## config.mk

```make
export PLATFORM = sky130hd
export DESIGN_NAME = dpu_pio_burst_master_flat
export DESIGN_NICKNAME = d
export VERILOG_FILES = /design/src/rtl/dpu_pio_pkg.sv /design/src/rtl/dpu_pio_burst_master_if.sv /design/src/rtl/dpu_pio_burst_master_rsp_timer.sv /design/src/rtl/dpu_pio_burst_master.sv /design/src/flat_wrapper.sv
export SDC_FILE = /design/constraint.sdc
export NUM_CORES = 1
export LEC_CHECK = 0
export CORE_MARGIN = 4
export CORE_UTILIZATION = 45
export CTS_CLUSTER_DIAMETER = 150
export CTS_CLUSTER_SIZE = 28
export DETAILED_ROUTE_END_ITERATION = 7
export GPL_TIMING_DRIVEN = 0
export PLACE_DENSITY_LB_ADDON = 0.08
export SYNTH_ARGS = -nofsm -noshare
export SYNTH_HDL_FRONTEND = slang
export SYNTH_SLANG_ARGS = --single-unit
```

## constraint.sdc

```tcl
create_clock -name clk -period 6.92 [get_ports clk]
set_input_delay 0.692 -clock clk [delete_from_list [all_inputs] [get_ports clk]]
set_output_delay 0.692 -clock clk [all_outputs]
set_load 0.1 [all_outputs]
```

## src/rtl/dpu_pio_pkg.sv

```systemverilog
// Shared PIO definitions for the dpu_top command port and its host-side sequencers.
package dpu_pio_pkg;

    localparam int PIO_ADDR_W = 24;

    // Address map of the DPU PIO space
    localparam int MAX_WBUF  = 147456;
    localparam int MAX_CH    = 256;
    localparam int BIAS_BASE = MAX_WBUF;
    localparam int FMAP_BASE = MAX_WBUF + MAX_CH * 4;

    typedef enum logic [2:0] {
        WRITE      = 3'd0,
        RUN_LAYER  = 3'd1,
        READ       = 3'd2,
        SET_LAYER  = 3'd3,
        RUN_ALL    = 3'd4,
        SCALE      = 3'd5,
        LAYER_DESC = 3'd6
    } pio_cmd_e;

    function automatic logic is_burst(input pio_cmd_e t);
        return (t == WRITE) || (t == READ);
    endfunction

endpackage

```

## src/rtl/dpu_pio_burst_master_if.sv

```systemverilog
// Descriptor, payload stream, response stream and PIO command/response signals of the burst master.
interface dpu_pio_burst_master_if #(
    parameter int ADDR_W = 24,
    parameter int LEN_W  = 24
);
    logic              req_valid;
    logic              req_ready;
    logic [2:0]        req_type;
    logic [ADDR_W-1:0] req_addr;
    logic [LEN_W-1:0]  req_len;
    logic [7:0]        req_data;

    logic              s_valid;
    logic              s_ready;
    logic [7:0]        s_data;

    logic              m_valid;
    logic              m_ready;
    logic [7:0]        m_data;

    logic              cmd_valid;
    logic              cmd_ready;
    logic [2:0]        cmd_type;
    logic [ADDR_W-1:0] cmd_addr;
    logic [7:0]        cmd_data;

    logic              rsp_valid;
    logic [7:0]        rsp_data;

    modport master (
        input  req_valid, req_type, req_addr, req_len, req_data,
        output req_ready,
        input  s_valid, s_data,
        output s_ready,
        output m_valid, m_data,
        input  m_ready,
        output cmd_valid, cmd_type, cmd_addr, cmd_data,
        input  cmd_ready,
        input  rsp_valid, rsp_data
    );

    modport slave (
        output req_valid, req_type, req_addr, req_len, req_data,
        input  req_ready,
        output s_valid, s_data,
        input  s_ready,
        input  m_valid, m_data,
        output m_ready,
        input  cmd_valid, cmd_type, cmd_addr, cmd_data,
        output cmd_ready,
        output rsp_valid, rsp_data
    );
endinterface

```

## src/rtl/dpu_pio_burst_master_rsp_timer.sv

```systemverilog
// Loadable down-counter bounding the wait for a PIO read response.
module pio_rsp_timer #(
    parameter int CYCLES = 1024
) (
    input  logic clk,
    input  logic rst,
    input  logic load_i,
    input  logic en_i,
    output logic expired_o
);
    localparam int CNT_W = $clog2(CYCLES + 1);

    logic [CNT_W-1:0] cnt_q;

    // Loaded with CYCLES-1 so expiry lands on the CYCLES-th cycle after the load edge
    always_ff @(posedge clk) begin
        if (rst) begin
            cnt_q <= '0;
        end else if (load_i) begin
            cnt_q <= CNT_W'(CYCLES - 1);
        end else if (en_i && (cnt_q != '0)) begin
            cnt_q <= cnt_q - CNT_W'(1);
        end
    end

    assign expired_o = (cnt_q == '0);

endmodule

```

## src/rtl/dpu_pio_burst_master.sv

```systemverilog
// Turns one burst descriptor into a sequence of single-byte PIO commands with auto-incrementing address.
module dpu_pio_burst_master
    import dpu_pio_pkg::*;
#(
    parameter int LEN_W       = 24,
    parameter int RSP_TIMEOUT = 1024,
    parameter int ADDR_W      = PIO_ADDR_W
) (
    input  logic             clk,
    input  logic             rst,
    dpu_pio_burst_master_if.master bus,
    output logic             busy,
    output logic             burst_done,
    output logic             err_timeout,
    output logic [LEN_W-1:0] bytes_done
);

    // state      | meaning
    // S_IDLE     | waiting for a descriptor, req_ready high
    // S_FETCH    | pulling the next write byte from the payload stream
    // S_ISSUE    | PIO command presented, waiting for cmd_ready
    // S_RSP_WAIT | read issued, waiting for rsp_valid or timeout
    // S_RSP_OUT  | read byte presented on the response stream
    // S_DONE     | one-cycle burst_done pulse
    typedef enum logic [2:0] {
        S_IDLE, S_FETCH, S_ISSUE, S_RSP_WAIT, S_RSP_OUT, S_DONE
    } state_e;

    state_e            state_q;
    pio_cmd_e          type_q;
    logic [ADDR_W-1:0] addr_q;
    logic [LEN_W-1:0]  len_q;
    logic [LEN_W-1:0]  bytes_done_q;
    logic [7:0]        cmd_data_q;
    logic [7:0]        m_data_q;
    logic              req_ready_q;
    logic              s_ready_q;
    logic              cmd_valid_q;
    logic              m_valid_q;
    logic              busy_q;
    logic              burst_done_q;
    logic              err_q;

    pio_cmd_e          req_type_e;
    logic [LEN_W-1:0]  bytes_inc_d;
    logic [ADDR_W-1:0] addr_inc_d;
    logic              cmd_hs;
    logic              timer_load;
    logic              timer_expired;

    assign req_type_e  = pio_cmd_e'(bus.req_type);
    assign bytes_inc_d = bytes_done_q + LEN_W'(1);
    assign addr_inc_d  = addr_q + ADDR_W'(1);
    assign cmd_hs      = (state_q == S_ISSUE) && cmd_valid_q && bus.cmd_ready;
    assign timer_load  = cmd_hs && (type_q == READ);

    pio_rsp_timer #(.CYCLES(RSP_TIMEOUT)) u_rsp_timer (
        .clk       (clk),
        .rst       (rst),
        .load_i    (timer_load),
        .en_i      (state_q == S_RSP_WAIT),
        .expired_o (timer_expired)
    );

    always_ff @(posedge clk) begin
        if (rst) begin
            state_q      <= S_IDLE;
            type_q       <= WRITE;
            addr_q       <= '0;
            len_q        <= '0;
            bytes_done_q <= '0;
            cmd_data_q   <= '0;
            m_data_q     <= '0;
            req_ready_q  <= 1'b0;
            s_ready_q    <= 1'b0;
            cmd_valid_q  <= 1'b0;
            m_valid_q    <= 1'b0;
            busy_q       <= 1'b0;
            burst_done_q <= 1'b0;
            err_q        <= 1'b0;
        end else begin
            burst_done_q <= 1'b0;
            unique case (state_q)
                S_IDLE: begin
                    req_ready_q <= 1'b1;
                    if (bus.req_valid && req_ready_q) begin
                        type_q       <= req_type_e;
                        addr_q       <= bus.req_addr;
                        len_q        <= bus.req_len;
                        cmd_data_q   <= bus.req_data;
                        bytes_done_q <= '0;
                        err_q        <= 1'b0;
                        req_ready_q  <= 1'b0;
                        busy_q       <= 1'b1;
                        if (!is_burst(req_type_e)) begin
                            len_q       <= LEN_W'(1);
                            cmd_valid_q <= 1'b1;
                            state_q     <= S_ISSUE;
                        end else if (bus.req_len == '0) begin
                            burst_done_q <= 1'b1;
                            state_q      <= S_DONE;
                        end else if (req_type_e == WRITE) begin
                            s_ready_q <= 1'b1;
                            state_q   <= S_FETCH;
                        end else begin
                            cmd_valid_q <= 1'b1;
                            state_q     <= S_ISSUE;
                        end
                    end
                end
                S_FETCH: begin
                    if (bus.s_valid && s_ready_q) begin
                        cmd_data_q  <= bus.s_data;
                        s_ready_q   <= 1'b0;
                        cmd_valid_q <= 1'b1;
                        state_q     <= S_ISSUE;
                    end
                end
                S_ISSUE: begin
                    if (cmd_hs) begin
                        cmd_valid_q <= 1'b0;
                        if (type_q == READ) begin
                            state_q <= S_RSP_WAIT;
                        end else begin
                            bytes_done_q <= bytes_inc_d;
                            addr_q       <= addr_inc_d;
                            if ((bytes_inc_d == len_q) || (type_q != WRITE)) begin
                                burst_done_q <= 1'b1;
                                state_q      <= S_DONE;
                            end else begin
                                s_ready_q <= 1'b1;
                                state_q   <= S_FETCH;
                            end
                        end
                    end
                end
                S_RSP_WAIT: begin
                    // A response arriving on the expiry cycle still counts
                    if (bus.rsp_valid) begin
                        m_data_q  <= bus.rsp_data;
                        m_valid_q <= 1'b1;
                        state_q   <= S_RSP_OUT;
                    end else if (timer_expired) begin
                        err_q        <= 1'b1;
                        burst_done_q <= 1'b1;
                        state_q      <= S_DONE;
                    end
                end
                S_RSP_OUT: begin
                    if (m_valid_q && bus.m_ready) begin
                        m_valid_q    <= 1'b0;
                        bytes_done_q <= bytes_inc_d;
                        addr_q       <= addr_inc_d;
                        if (bytes_inc_d == len_q) begin
                            burst_done_q <= 1'b1;
                            state_q      <= S_DONE;
                        end else begin
                            cmd_valid_q <= 1'b1;
                            state_q     <= S_ISSUE;
                        end
                    end
                end
                S_DONE: begin
                    busy_q      <= 1'b0;
                    req_ready_q <= 1'b1;
                    state_q     <= S_IDLE;
                end
                default: state_q <= S_IDLE;
            endcase
        end
    end

    assign bus.req_ready = req_ready_q;
    assign bus.s_ready   = s_ready_q;
    assign bus.m_valid   = m_valid_q;
    assign bus.m_data    = m_data_q;
    assign bus.cmd_valid = cmd_valid_q;
    assign bus.cmd_type  = type_q;
    assign bus.cmd_addr  = addr_q;
    assign bus.cmd_data  = cmd_data_q;

    assign busy        = busy_q;
    assign burst_done  = burst_done_q;
    assign err_timeout = err_q;
    assign bytes_done  = bytes_done_q;

endmodule

```

## src/flat_wrapper.sv

```systemverilog
// flat-port wrapper written by rule: the top's interface ports become plain ports
module dpu_pio_burst_master_flat import dpu_pio_pkg::*;
#(
    parameter int LEN_W       = 24,
    parameter int RSP_TIMEOUT = 1024,
    parameter int ADDR_W      = PIO_ADDR_W
)
  (clk, rst, busy, burst_done, err_timeout, bytes_done, bus_req_valid, bus_req_type, bus_req_addr, bus_req_len, bus_req_data, bus_req_ready, bus_s_valid, bus_s_data, bus_s_ready, bus_m_valid, bus_m_data, bus_m_ready, bus_cmd_valid, bus_cmd_type, bus_cmd_addr, bus_cmd_data, bus_cmd_ready, bus_rsp_valid, bus_rsp_data);
  dpu_pio_burst_master_if #(.ADDR_W(ADDR_W), .LEN_W(LEN_W)) bus_i ();
  input  logic clk;
  input  logic rst;
  output logic busy;
  output logic burst_done;
  output logic err_timeout;
  output logic [LEN_W-1:0] bytes_done;
  input wire logic [$bits(bus_i.req_valid)-1:0] bus_req_valid;
  input wire logic [$bits(bus_i.req_type)-1:0] bus_req_type;
  input wire logic [$bits(bus_i.req_addr)-1:0] bus_req_addr;
  input wire logic [$bits(bus_i.req_len)-1:0] bus_req_len;
  input wire logic [$bits(bus_i.req_data)-1:0] bus_req_data;
  output wire logic [$bits(bus_i.req_ready)-1:0] bus_req_ready;
  input wire logic [$bits(bus_i.s_valid)-1:0] bus_s_valid;
  input wire logic [$bits(bus_i.s_data)-1:0] bus_s_data;
  output wire logic [$bits(bus_i.s_ready)-1:0] bus_s_ready;
  output wire logic [$bits(bus_i.m_valid)-1:0] bus_m_valid;
  output wire logic [$bits(bus_i.m_data)-1:0] bus_m_data;
  input wire logic [$bits(bus_i.m_ready)-1:0] bus_m_ready;
  output wire logic [$bits(bus_i.cmd_valid)-1:0] bus_cmd_valid;
  output wire logic [$bits(bus_i.cmd_type)-1:0] bus_cmd_type;
  output wire logic [$bits(bus_i.cmd_addr)-1:0] bus_cmd_addr;
  output wire logic [$bits(bus_i.cmd_data)-1:0] bus_cmd_data;
  input wire logic [$bits(bus_i.cmd_ready)-1:0] bus_cmd_ready;
  input wire logic [$bits(bus_i.rsp_valid)-1:0] bus_rsp_valid;
  input wire logic [$bits(bus_i.rsp_data)-1:0] bus_rsp_data;
  assign bus_i.req_valid = bus_req_valid;
  assign bus_i.req_type = bus_req_type;
  assign bus_i.req_addr = bus_req_addr;
  assign bus_i.req_len = bus_req_len;
  assign bus_i.req_data = bus_req_data;
  assign bus_req_ready = bus_i.req_ready;
  assign bus_i.s_valid = bus_s_valid;
  assign bus_i.s_data = bus_s_data;
  assign bus_s_ready = bus_i.s_ready;
  assign bus_m_valid = bus_i.m_valid;
  assign bus_m_data = bus_i.m_data;
  assign bus_i.m_ready = bus_m_ready;
  assign bus_cmd_valid = bus_i.cmd_valid;
  assign bus_cmd_type = bus_i.cmd_type;
  assign bus_cmd_addr = bus_i.cmd_addr;
  assign bus_cmd_data = bus_i.cmd_data;
  assign bus_i.cmd_ready = bus_cmd_ready;
  assign bus_i.rsp_valid = bus_rsp_valid;
  assign bus_i.rsp_data = bus_rsp_data;
  dpu_pio_burst_master #(.LEN_W(LEN_W), .RSP_TIMEOUT(RSP_TIMEOUT), .ADDR_W(ADDR_W)) u_core (.clk(clk), .rst(rst), .bus(bus_i), .busy(busy), .burst_done(burst_done), .err_timeout(err_timeout), .bytes_done(bytes_done));
endmodule
```

# Word level (Yosys, flattened, before mapping)
# Index checks and enable logic that the tools add are counted.
[op_classes] n_eq_ne=24 n_reduce_logical=34 muxes=69 n_addsub=3
[ops] cell="two-way mux 24 bit" count=9
[ops] cell="one-hot mux 24 bit (3 select lines)" count=2
[ops] cell="adder 24 x 1 -> 24 bit, second input constant" count=2
[ops] cell="two-way mux 1 bit" count=33
[ops] cell="two-way mux 3 bit" count=11
[ops] cell="equality test 24 bit" count=1
[ops] cell="logical NOT 24 bit" count=1
[ops] cell="two-way mux 10 bit" count=2
[ops] cell="two-way mux 8 bit" count=2
[ops] cell="one-hot mux 8 bit (2 select lines)" count=1
[ops] cell="one-hot mux 3 bit (5 select lines)" count=1
[ops] cell="!= test 2 x 1 -> 1 bit, second input constant" count=7
[ops] cell="equality test 3 x 2 -> 1 bit, second input constant" count=4
[ops] cell="!= test 2 bit, second input constant" count=6
[ops] cell="logical NOT 11 bit" count=1
[ops] cell="nonzero test 11 bit" count=1
[ops] cell="subtractor 11 x 1 -> 11 bit, second input constant" count=1
[ops] cell="AND reduction 5 bit" count=2
[ops] cell="nonzero test 2 bit" count=5
[ops] cell="AND reduction 9 bit" count=1
[ops] cell="nonzero test 3 bit" count=3
[ops] cell="one-hot mux 1 bit (2 select lines)" count=4
[ops] cell="one-hot mux 1 bit (4 select lines)" count=2
[ops] cell="AND reduction 8 bit" count=1
[ops] cell="other kinds (14)" count=27
[word_totals] ff_bits=112 output_inout_bits=74 wordCells=146

# Depth between registers and ports, before layout
# Gate-level depths: netlist of run 1.
[depth] ltp_word=7 mapped_depth=10 ltp_nobuf=9

# Modules after synthesis
# Synthesis of run 1 repeated with hierarchy kept, for this count alone.
[unflattened] cells_unflattened=903 area_unflattened_um2=6651.4
[by_module_without_submodules] module="dpu_pio_burst_master" area_each_um2=6063.3 instances=1 cells_each=836
[by_module_without_submodules] module="pio_rsp_timer" area_each_um2=588.1 instances=1 cells_each=67

# Least setup slack after synthesis of run 1
# Ideal clock, no wire load.
[synth_timing] path_kind="reg2reg" from="register u_core.bytes_done_q[1], in the netlist u_core.bytes_done[1]" to="register u_core.s_ready_q, in the netlist u_core.bus.s_ready" slack_ns=3.152 period_less_slack_ns=3.768 path_stages_with_launch=11 arrival_time_ns=3.651 t_required_ns=6.802 setup_time_ns=0.118 path_buffers=1 path_cell_list="dfxtp_1 > ha_1 > buf_2 > nand3_1 > nor4_1 > mux2i_1 > nand4_1 > or4_4 > nor4b_4 > o31ai_1 > a32o_1"
[synth_between] elab_chain_cells=5
[synth_lines] item="start, declared" line_no="dpu_pio_burst_master.sv:33" rtl="logic [LEN_W-1:0] bytes_done_q;"
[synth_lines] item="start signal, assigned" line_no="dpu_pio_burst_master.sv:125" rtl="bytes_done_q <= bytes_inc_d;"
[synth_lines] item="start signal, assigned" line_no="dpu_pio_burst_master.sv:152" rtl="bytes_done_q <= bytes_inc_d;"
[synth_lines] item="adder 24 x 1 -> 24 bit" line_no="dpu_pio_burst_master.sv:52" rtl="assign bytes_inc_d = bytes_done_q + LEN_W'(1);"
[synth_lines] item="equality test 24 bit" line_no="dpu_pio_burst_master.sv:127" rtl="if ((bytes_inc_d == len_q) || (type_q != WRITE)) begin"
[synth_lines] item="logical OR 1 bit" line_no="dpu_pio_burst_master.sv:127"
[synth_lines] item="!= test 2 bit (no source line)"
[synth_lines] item="AND reduction 9 bit (no source line)"
[synth_lines] item="end signal, assigned" line_no="dpu_pio_burst_master.sv:103" rtl="s_ready_q <= 1'b1;"
[synth_lines] item="end signal, assigned" line_no="dpu_pio_burst_master.sv:114" rtl="s_ready_q <= 1'b0;"
[synth_lines] item="end signal, assigned" line_no="dpu_pio_burst_master.sv:131" rtl="s_ready_q <= 1'b1;"
[synth_lines] item="end, declared" line_no="dpu_pio_burst_master.sv:37" rtl="logic s_ready_q;"
# No other way between the ends.
# A chain may end at the register's enable or synchronous reset.

# Worst setup path in the final report of run 1
[layout_timing] from="register u_core.bytes_done_q[1], in the netlist u_core.bytes_done[1]" to="register u_core.cmd_valid_q, in the netlist u_core.bus.cmd_valid"
[layout_between] elab_chain_cells=4
[layout_lines] item="adder 24 x 1 -> 24 bit" line_no="dpu_pio_burst_master.sv:52"
[layout_lines] item="equality test 24 bit" line_no="dpu_pio_burst_master.sv:154" rtl="if (bytes_inc_d == len_q) begin"
[layout_lines] item="!= test 2 bit (no source line)"
[layout_lines] item="AND reduction 8 bit (no source line)"
[layout_lines] item="end signal, assigned" line_no="dpu_pio_burst_master.sv:76" rtl="cmd_valid_q <= 1'b0;"
[layout_lines] item="end signal, assigned" line_no="dpu_pio_burst_master.sv:97" rtl="cmd_valid_q <= 1'b1;"
[layout_lines] item="end signal, assigned" line_no="dpu_pio_burst_master.sv:158" rtl="cmd_valid_q <= 1'b1;"
[layout_lines] item="end, declared" line_no="dpu_pio_burst_master.sv:38" rtl="logic cmd_valid_q;"
# No other way between the ends.

==> results of run 1 <==
[registers in the layout (all words and copies together), names as in the netlist]
signal,flops
u_core.bus.m_data,8
u_core.bus.s_ready,1
u_core.burst_done,1
u_core.len_q,24
u_core.bus.cmd_type,3
u_core.busy,1
u_core.bus.cmd_valid,1
u_core.u_rsp_timer.cnt_q,11
u_core.bus.cmd_data,8
u_core.bus.m_valid,1
u_core.state_q,3
u_core.bus.req_ready,1
u_core.bus.cmd_addr,24
u_core.err_timeout,1
u_core.bytes_done,24
[cells in the mapped netlist, drive strengths merged (4+ instances only)]
| cell | count |
|---|---|
| a211oi | 20 |
| and2b | 4 |
| and3 | 9 |
| nor4 | 28 |
| nand4 | 18 |
| xor2 | 14 |
| nor2b | 4 |
| mux2i | 13 |
| dfxtp | 112 |
| or4 | 9 |
| a21oi | 108 |
| nor2 | 79 |
| nor3 | 31 |
| o211ai | 4 |
| clkbuf | 54 |
| o31ai | 4 |
| or3 | 7 |
| inv | 10 |
| nand2 | 117 |
| o21a | 4 |
| a31oi | 5 |
| ha | 4 |
| a22oi | 5 |
| xnor2 | 29 |
| a31o | 4 |
| o21ai | 45 |
| nor3b | 4 |
| nand3 | 56 |
| buf | 8 |
| and2 | 7 |
| and4 | 5 |
| or2 | 6 |
[metrics by stage]
| stage | worst slack, ns | hold slack (ns) | power [mW] | instances |
|---|---|---|---|---|
| after floorplan | 3.15 | 0.441 | 1.16 | 864 |
| after global placement | 3.17 | 0.443 | 1.37 | 1199 |
| after detailed placement | 3.15 | 0.446 | 1.37 | 1199 |
| after CTS | 3.28 | 0.459 | 1.92 | 1215 |
| after global routing | 2.95 | 0.488 | 1.99 | 1215 |
| final | 3.19 | 0.457 | 1.92 | 1215 |
[area by class of cell]
cell class / count / area, um^2
Inverter: 10 / 37.5
Clock buffer: 9 / 225
Timing Repair Buffer: 155 / 1550
Buffer: 62 / 280
Multi-Input combinational cell: 680 / 3870
Clock inverter: 7 / 87.6
Tap cell: 180 / 225
Sequential cell: 112 / 2240
Fill cell: 1335 / 5410
[logic make-up after synthesis]
kind of cell               synth area share [%]
muxes                                      2.37
buffers and inverters                      4.94
xor gates and xnor gates                   5.86
and+or+nand+nor                            30.4
adders and majority gates                 0.778
DFF                                        34.9
AOI/OAI and AO/OA                          20.8
[worst paths after layout]
kind,end,slack [ns],cells past startpoint,start
min reg2reg,u_core.bus.m_data[1],0.46,2,u_core.bus.m_data[1]
max reg2reg,u_core.bus.cmd_valid,3.19,10,u_core.bytes_done[1]
min,u_core.bus.m_data[1],0.46,2,u_core.bus.m_data[1]
max,u_core.bus.cmd_valid,3.19,10,u_core.bytes_done[1]
[where the power goes]
| group | total [mW] | internal [mW] | switching [mW] |
|---|---|---|---|
| combinational | 0.640 | 0.187 | 0.453 |
| sequential | 0.722 | 0.681 | 0.0406 |
| clock | 0.562 | 0.289 | 0.273 |
| total | 1.92 | 1.16 | 0.767 |
[cells in the final DEF, fill, tap and decap left out, types with 5 or more instances in the layout]
master / instances
a211oi_1: 19
a21oi_1: 108
a22oi_1: 5
a31oi_1: 5
and2_1: 6
and3_1: 9
buf_2: 6
clkbuf_1: 49
clkbuf_16: 9
clkdlybuf4s50_1: 155
dfxtp_1: 112
inv_1: 10
mux2i_1: 13
nand2_1: 116
nand3_1: 56
nand4_1: 18
nor2_1: 79
nor3_1: 31
nor4_1: 28
o21ai_0: 45
or2_2: 6
or3_1: 6
or4_1: 6
xnor2_1: 29
xor2_1: 14
[metal layers]
metal | up-vias | global-route usage [%] | share of wire (%)
li1 | 3473 | - | -
met5 | - | 0 | 0
met3 | 31 | 5.94 | 8.4
met4 | 0 | 7.51 | 1.8
met1 | 3299 | 37.0 | 44
met2 | 315 | 41.8 | 46
[tightest hold or removal path, cell delays in order (launching register included)]
cell     delay, ns
dfxtp_1       0.31
nand2_1       0.05
a21oi_1       0.05
==> results.yml, run 1 <==
clocking:
  clock_path_buffers: 2
  cts_root_buffer: "clkbuf_16"
  cts_sinks: 112
  cts_resized: 0
  htreeDepth: 3
  cts_setup_buffers: 0
  clkTransAtPathRegs_ns: 0.08
  cts_tree: "built"
  clk_latency_ns: 0.37
  holdBufCountCts: 0
  numCtsBuffers: 9
logic_synthesis:
  synth_top_cell_area_share_pct: 34.9
  ys_seq_area_share_pct: 34.9
  async_reset_ff_share_pct: 0
  synth-edff-count: 0
  ys_ff_latch: 112
  post_synth.cell_area_avg_um2: 7.44
  synthesis.nets: 950
  synth_cells: 864
  syn-cell-area_um2: 6430
  yosysUniqueCellTypes: 66
  synth_area_leaders: "dfxtp_1 (35%), a21oi_1 (8.4%), nand2_1 (6.8%)"
  yosys.area.top_type: "dfxtp_1"
  yosys_warnings: 0
  ys.flop_type: "dfxtp_1"
layout:
  areaGrowthSynthToFinish_pct: 32.5
  post-route-util_pct: 61.1
  nets: 1116
  diodes: 0
  fin_area_um2: 8520
  drive_gt1_share_pct: 5.41
sta:
  fin_crit_sh_pct: 53.8
  rsz0062_at_grt: "no"
  fin_crit_ns: 3.73
  hold_viol_final: 0
  tightest_slew_ns: 1.03
  slew_violations: 0
  fmax_mhz: 268
  finClkSkew_ns: 0.00995
  fin_tns_setup_ns: 0
  slew_headroom_pct: 31.3
  setup_viol: 0
drt:
  drt_wl_total_um: 22200
  postRouteAntennaNets: 0
  viasPerCell: 5.86
  drt_iter0_drc: 631
  remaining_drc_errors: 0
  num_vias: 7118
  routedWlPerCell_um: 18.3
  drtPass1Iterations: 5
grt:
  grt.total_usage_pct: 26.7
  antenna_found_initial: 0
  grt_pass1_vias: 6520
  grt_max_degree: 21
  overflow: 0
  grt_pass1_wl_um: 34600
die:
  die-height_um: 128
  core_um2: 13900
  start_util_pct: 46.2
  die_x_um: 128
  rows: 43
  dieArea_um2: 16300
  io_pins: 156
critical_path:
  worst-path-max-fanout: 10
  criticalPathCategory: "reg -> reg"
  worstPathRequired_ns: 7.18
  cp.buffers_inverters: 1
  arrival_ns: 3.98
  cp-start-kind: "flip-flop"
  slowest_delay_ns: 0.56
  crit_slowest_cell: "or4_4"
  crit_chain: "ha_1, buf_2, nand3_1, nor4_1, mux2i_1, nand4_1, or4_4, nor4b_4, a21oi_1, o211a_1"
  crit_family: "simple AND/OR/NAND/NOR gates"
  worstSetupEndpointType: "flip-flop"
placement:
  gp_congestion: 0.958
  hpwlAfterDp_um: 16500
  place_area_um2: 8210
  port_buffers: 155
pwr:
  ir_drop_uv: 125
  p_per_area_nw_per_um2: 226
  leakage_nw: 2.85
status:
  status: "completed"
min_path:
  min_path_type: "reg -> reg"
flow_run:
  cap_violations: 0
Power figures use the tool's default switching activity.
==> run 2, diff against run 1 <==
clock period = 3 ns   (was 6.92 ns; I/O delays follow)
==> results.yml, run 2 (synthesized netlist as in run 1, its figures left out) <==
pwr:
  leakage_nw: 2.98
  p_per_area_nw_per_um2: 500
  ir_drop_uv: 332
layout:
  nets: 1127
  drive_gt1_share_pct: 10.4
  finalNonFillerCells: 1226
  final_common_cell: "clkdlybuf4s50_1"
  fillers: 1259
  fin_area_um2: 8810
  final_cell_mix: "clkdlybuf4s50_1 (155), nand2_1 (115), a21oi_1 (108)"
  post-route-util_pct: 63.2
  diodes: 0
  areaGrowthSynthToFinish_pct: 37.0
critical_path:
  startpoint: "u_core.bytes_done[1]"
  criticalPathCategory: "reg -> reg"
  cp-endpoint: "u_core.burst_done"
  r2r_setup_slack_ns: 0.09
  reg2reg_from: "u_core.bytes_done[1]"
  slowest_delay_ns: 0.56
  reg2reg_to: "u_core.burst_done"
  crit_slowest_cell: "or4_4"
  worst-path-max-fanout: 6
  arrival_ns: 3.22
  worstPathRequired_ns: 3.31
  crit_chain: "ha_1, buf_6, nand3_4, or4_4, o2bb2ai_1, or4b_1, nor4_1, a31o_2, and2b_2, o21a_1"
  worstSetupEndpointType: "flip-flop"
  r2r_cells: 10
  cp-start-kind: "flip-flop"
sta:
  tightest_slew_ns: 1.03
  fin_crit_ns: 2.91
  hold_ws_ns: 0.454
  rsz0062_at_grt: "yes"
  finClkSkew_ns: 0.0135
  slew_headroom_pct: 31.3
  fin_crit_sh_pct: 97.2
  setup_viol: 0
  fmax_mhz: 343
  timing.final.ws_setup_ns: 0.0852
  hold_viol_final: 0
  slew_violations: 0
die:
  core_um2: 13900
  dieArea_um2: 16300
  start_util_pct: 46.2
  io_pins: 156
  die-height_um: 128
  rows: 43
  die_x_um: 128
placement:
  hpwlAfterDp_um: 16700
  dpl_worst_slack_ns: -0.543
  place_area_um2: 8290
  port_buffers: 155
  gp_congestion: 0.963
  dp.cells: 1199
grt:
  grt.total_usage_pct: 27.3
  grt_max_degree: 20
  antenna_found_initial: 0
  grt_pass1_vias: 6570
  grt_pass1_wl_um: 35300
  overflow: 0
clocking:
  cts_tree: "built"
  clock_path_buffers: 2
  htreeDepth: 3
  clkTransAtPathRegs_ns: 0.08
  cts_sinks: 112
  numCtsBuffers: 9
  cts_root_buffer: "clkbuf_16"
  holdBufCountCts: 0
  clk_latency_ns: 0.36
drt:
  drtPass1Iterations: 8
  routedWlPerCell_um: 18.6
  postRouteAntennaNets: 0
  drt_wl_total_um: 22800
  remaining_drc_errors: 0
  num_vias: 7200
  viasPerCell: 5.87
  drt_iter0_drc: 861
status:
  status: "completed"
flow_run:
  cap_violations: 0
min_path:
  min_path_type: "reg -> reg"
run 2: cell count changes in the layout (fill, tap and decap cells not counted), sizes merged:
cell,delta
buf,+15
nand3,+1
clkinvlp,+1
inv,-2
clkbuf,-4
run 2: stage by stage:
step,total power [mW],setup TNS [ns]
4_1_cts,4.41,0
2_1_floorplan,2.68,-0.0202
3_5_place_dp,3.15,-17.75
5_1_grt,4.58,-0.0281
3_3_place_gp,3.15,-15.19
6_report,4.40,0
run 2: what timing repair did:
item | 4_1_cts | 5_1_grt
hold endpoints to repair | 0 | 0
setup buffers | 4 | 11
gates cloned | 0 | 1
endpoints found under the setup margin | 38 | 36
pin swaps | 2 | 8
resized for setup | 10 | 16
run 2: area by class of cell:
cell class	instances	area (um^2)	share of cell area, %
multi-input combinational	681	3990	45.2
sequential	112	2290	26.0
timing repair buffer	170	1670	18.9
buffer	57	290	3.29
clock buffer	10	229	2.60
tap	180	225	2.56
clock inverter	6	78.8	0.895
inverter	10	37.5	0.426
run 2: where the power goes:
group | switching, mW | leakage, nW | internal [mW] | total, mW
Clock | 0.602 | 0.142 | 0.661 | 1.26
Sequential | 0.0913 | 0.921 | 1.56 | 1.65
Combinational | 1.05 | 1.91 | 0.438 | 1.49
Total | 1.74 | 2.98 | 2.66 | 4.40
run 2: critical path: cells and delay by family (launching register included):
kind	cells	cell delay [ns]
AO/OA/AOI/OAI	3	0.51
AND/OR/NAND/NOR	5	1.70
adder cells (fa/ha/maj)	1	0.16
buffers and inverters	1	0.13
flip-flops	1	0.37
run 2: layer usage:
layer | vias up | share of wire (%) | routed length, um | global-route usage [%]
met2 | 356 | 46 | 10400 | 43.4
met3 | 41 | 9.4 | 2140 | 6.02
met4 | 0 | 2.3 | 522 | 8.26
li1 | 3487 | - | - | -
met5 | - | 0 | 0 | 0
met1 | 3316 | 43 | 9700 | 37.1
run 2: worst min path at each step:
stage | slack, ns | start | to | depth (start not counted)
2_1_floorplan | 0.44 | bus_req_type[0] | u_core.bus.cmd_type[0] | 2
3_3_place_gp | 0.44 | u_core.bus.m_data[6] | u_core.bus.m_data[6] | 2
3_5_place_dp | 0.45 | u_core.bus.m_data[1] | u_core.bus.m_data[1] | 2
4_1_cts | 0.46 | u_core.bus.m_data[3] | u_core.bus.m_data[3] | 2
5_1_grt | 0.48 | bus_rsp_data[3] | u_core.bus.m_data[3] | 3
6_report | 0.45 | u_core.bus.m_data[1] | u_core.bus.m_data[1] | 2
==> run 3, diff against run 2 <==
GPL_ROUTABILITY_DRIVEN = 1   (was unset)
SKIP_LAST_GASP = 1   (was unset)
==> results of run 3 <==
Same layout as run 2: the final DEF is identical, and so are final timing and power.
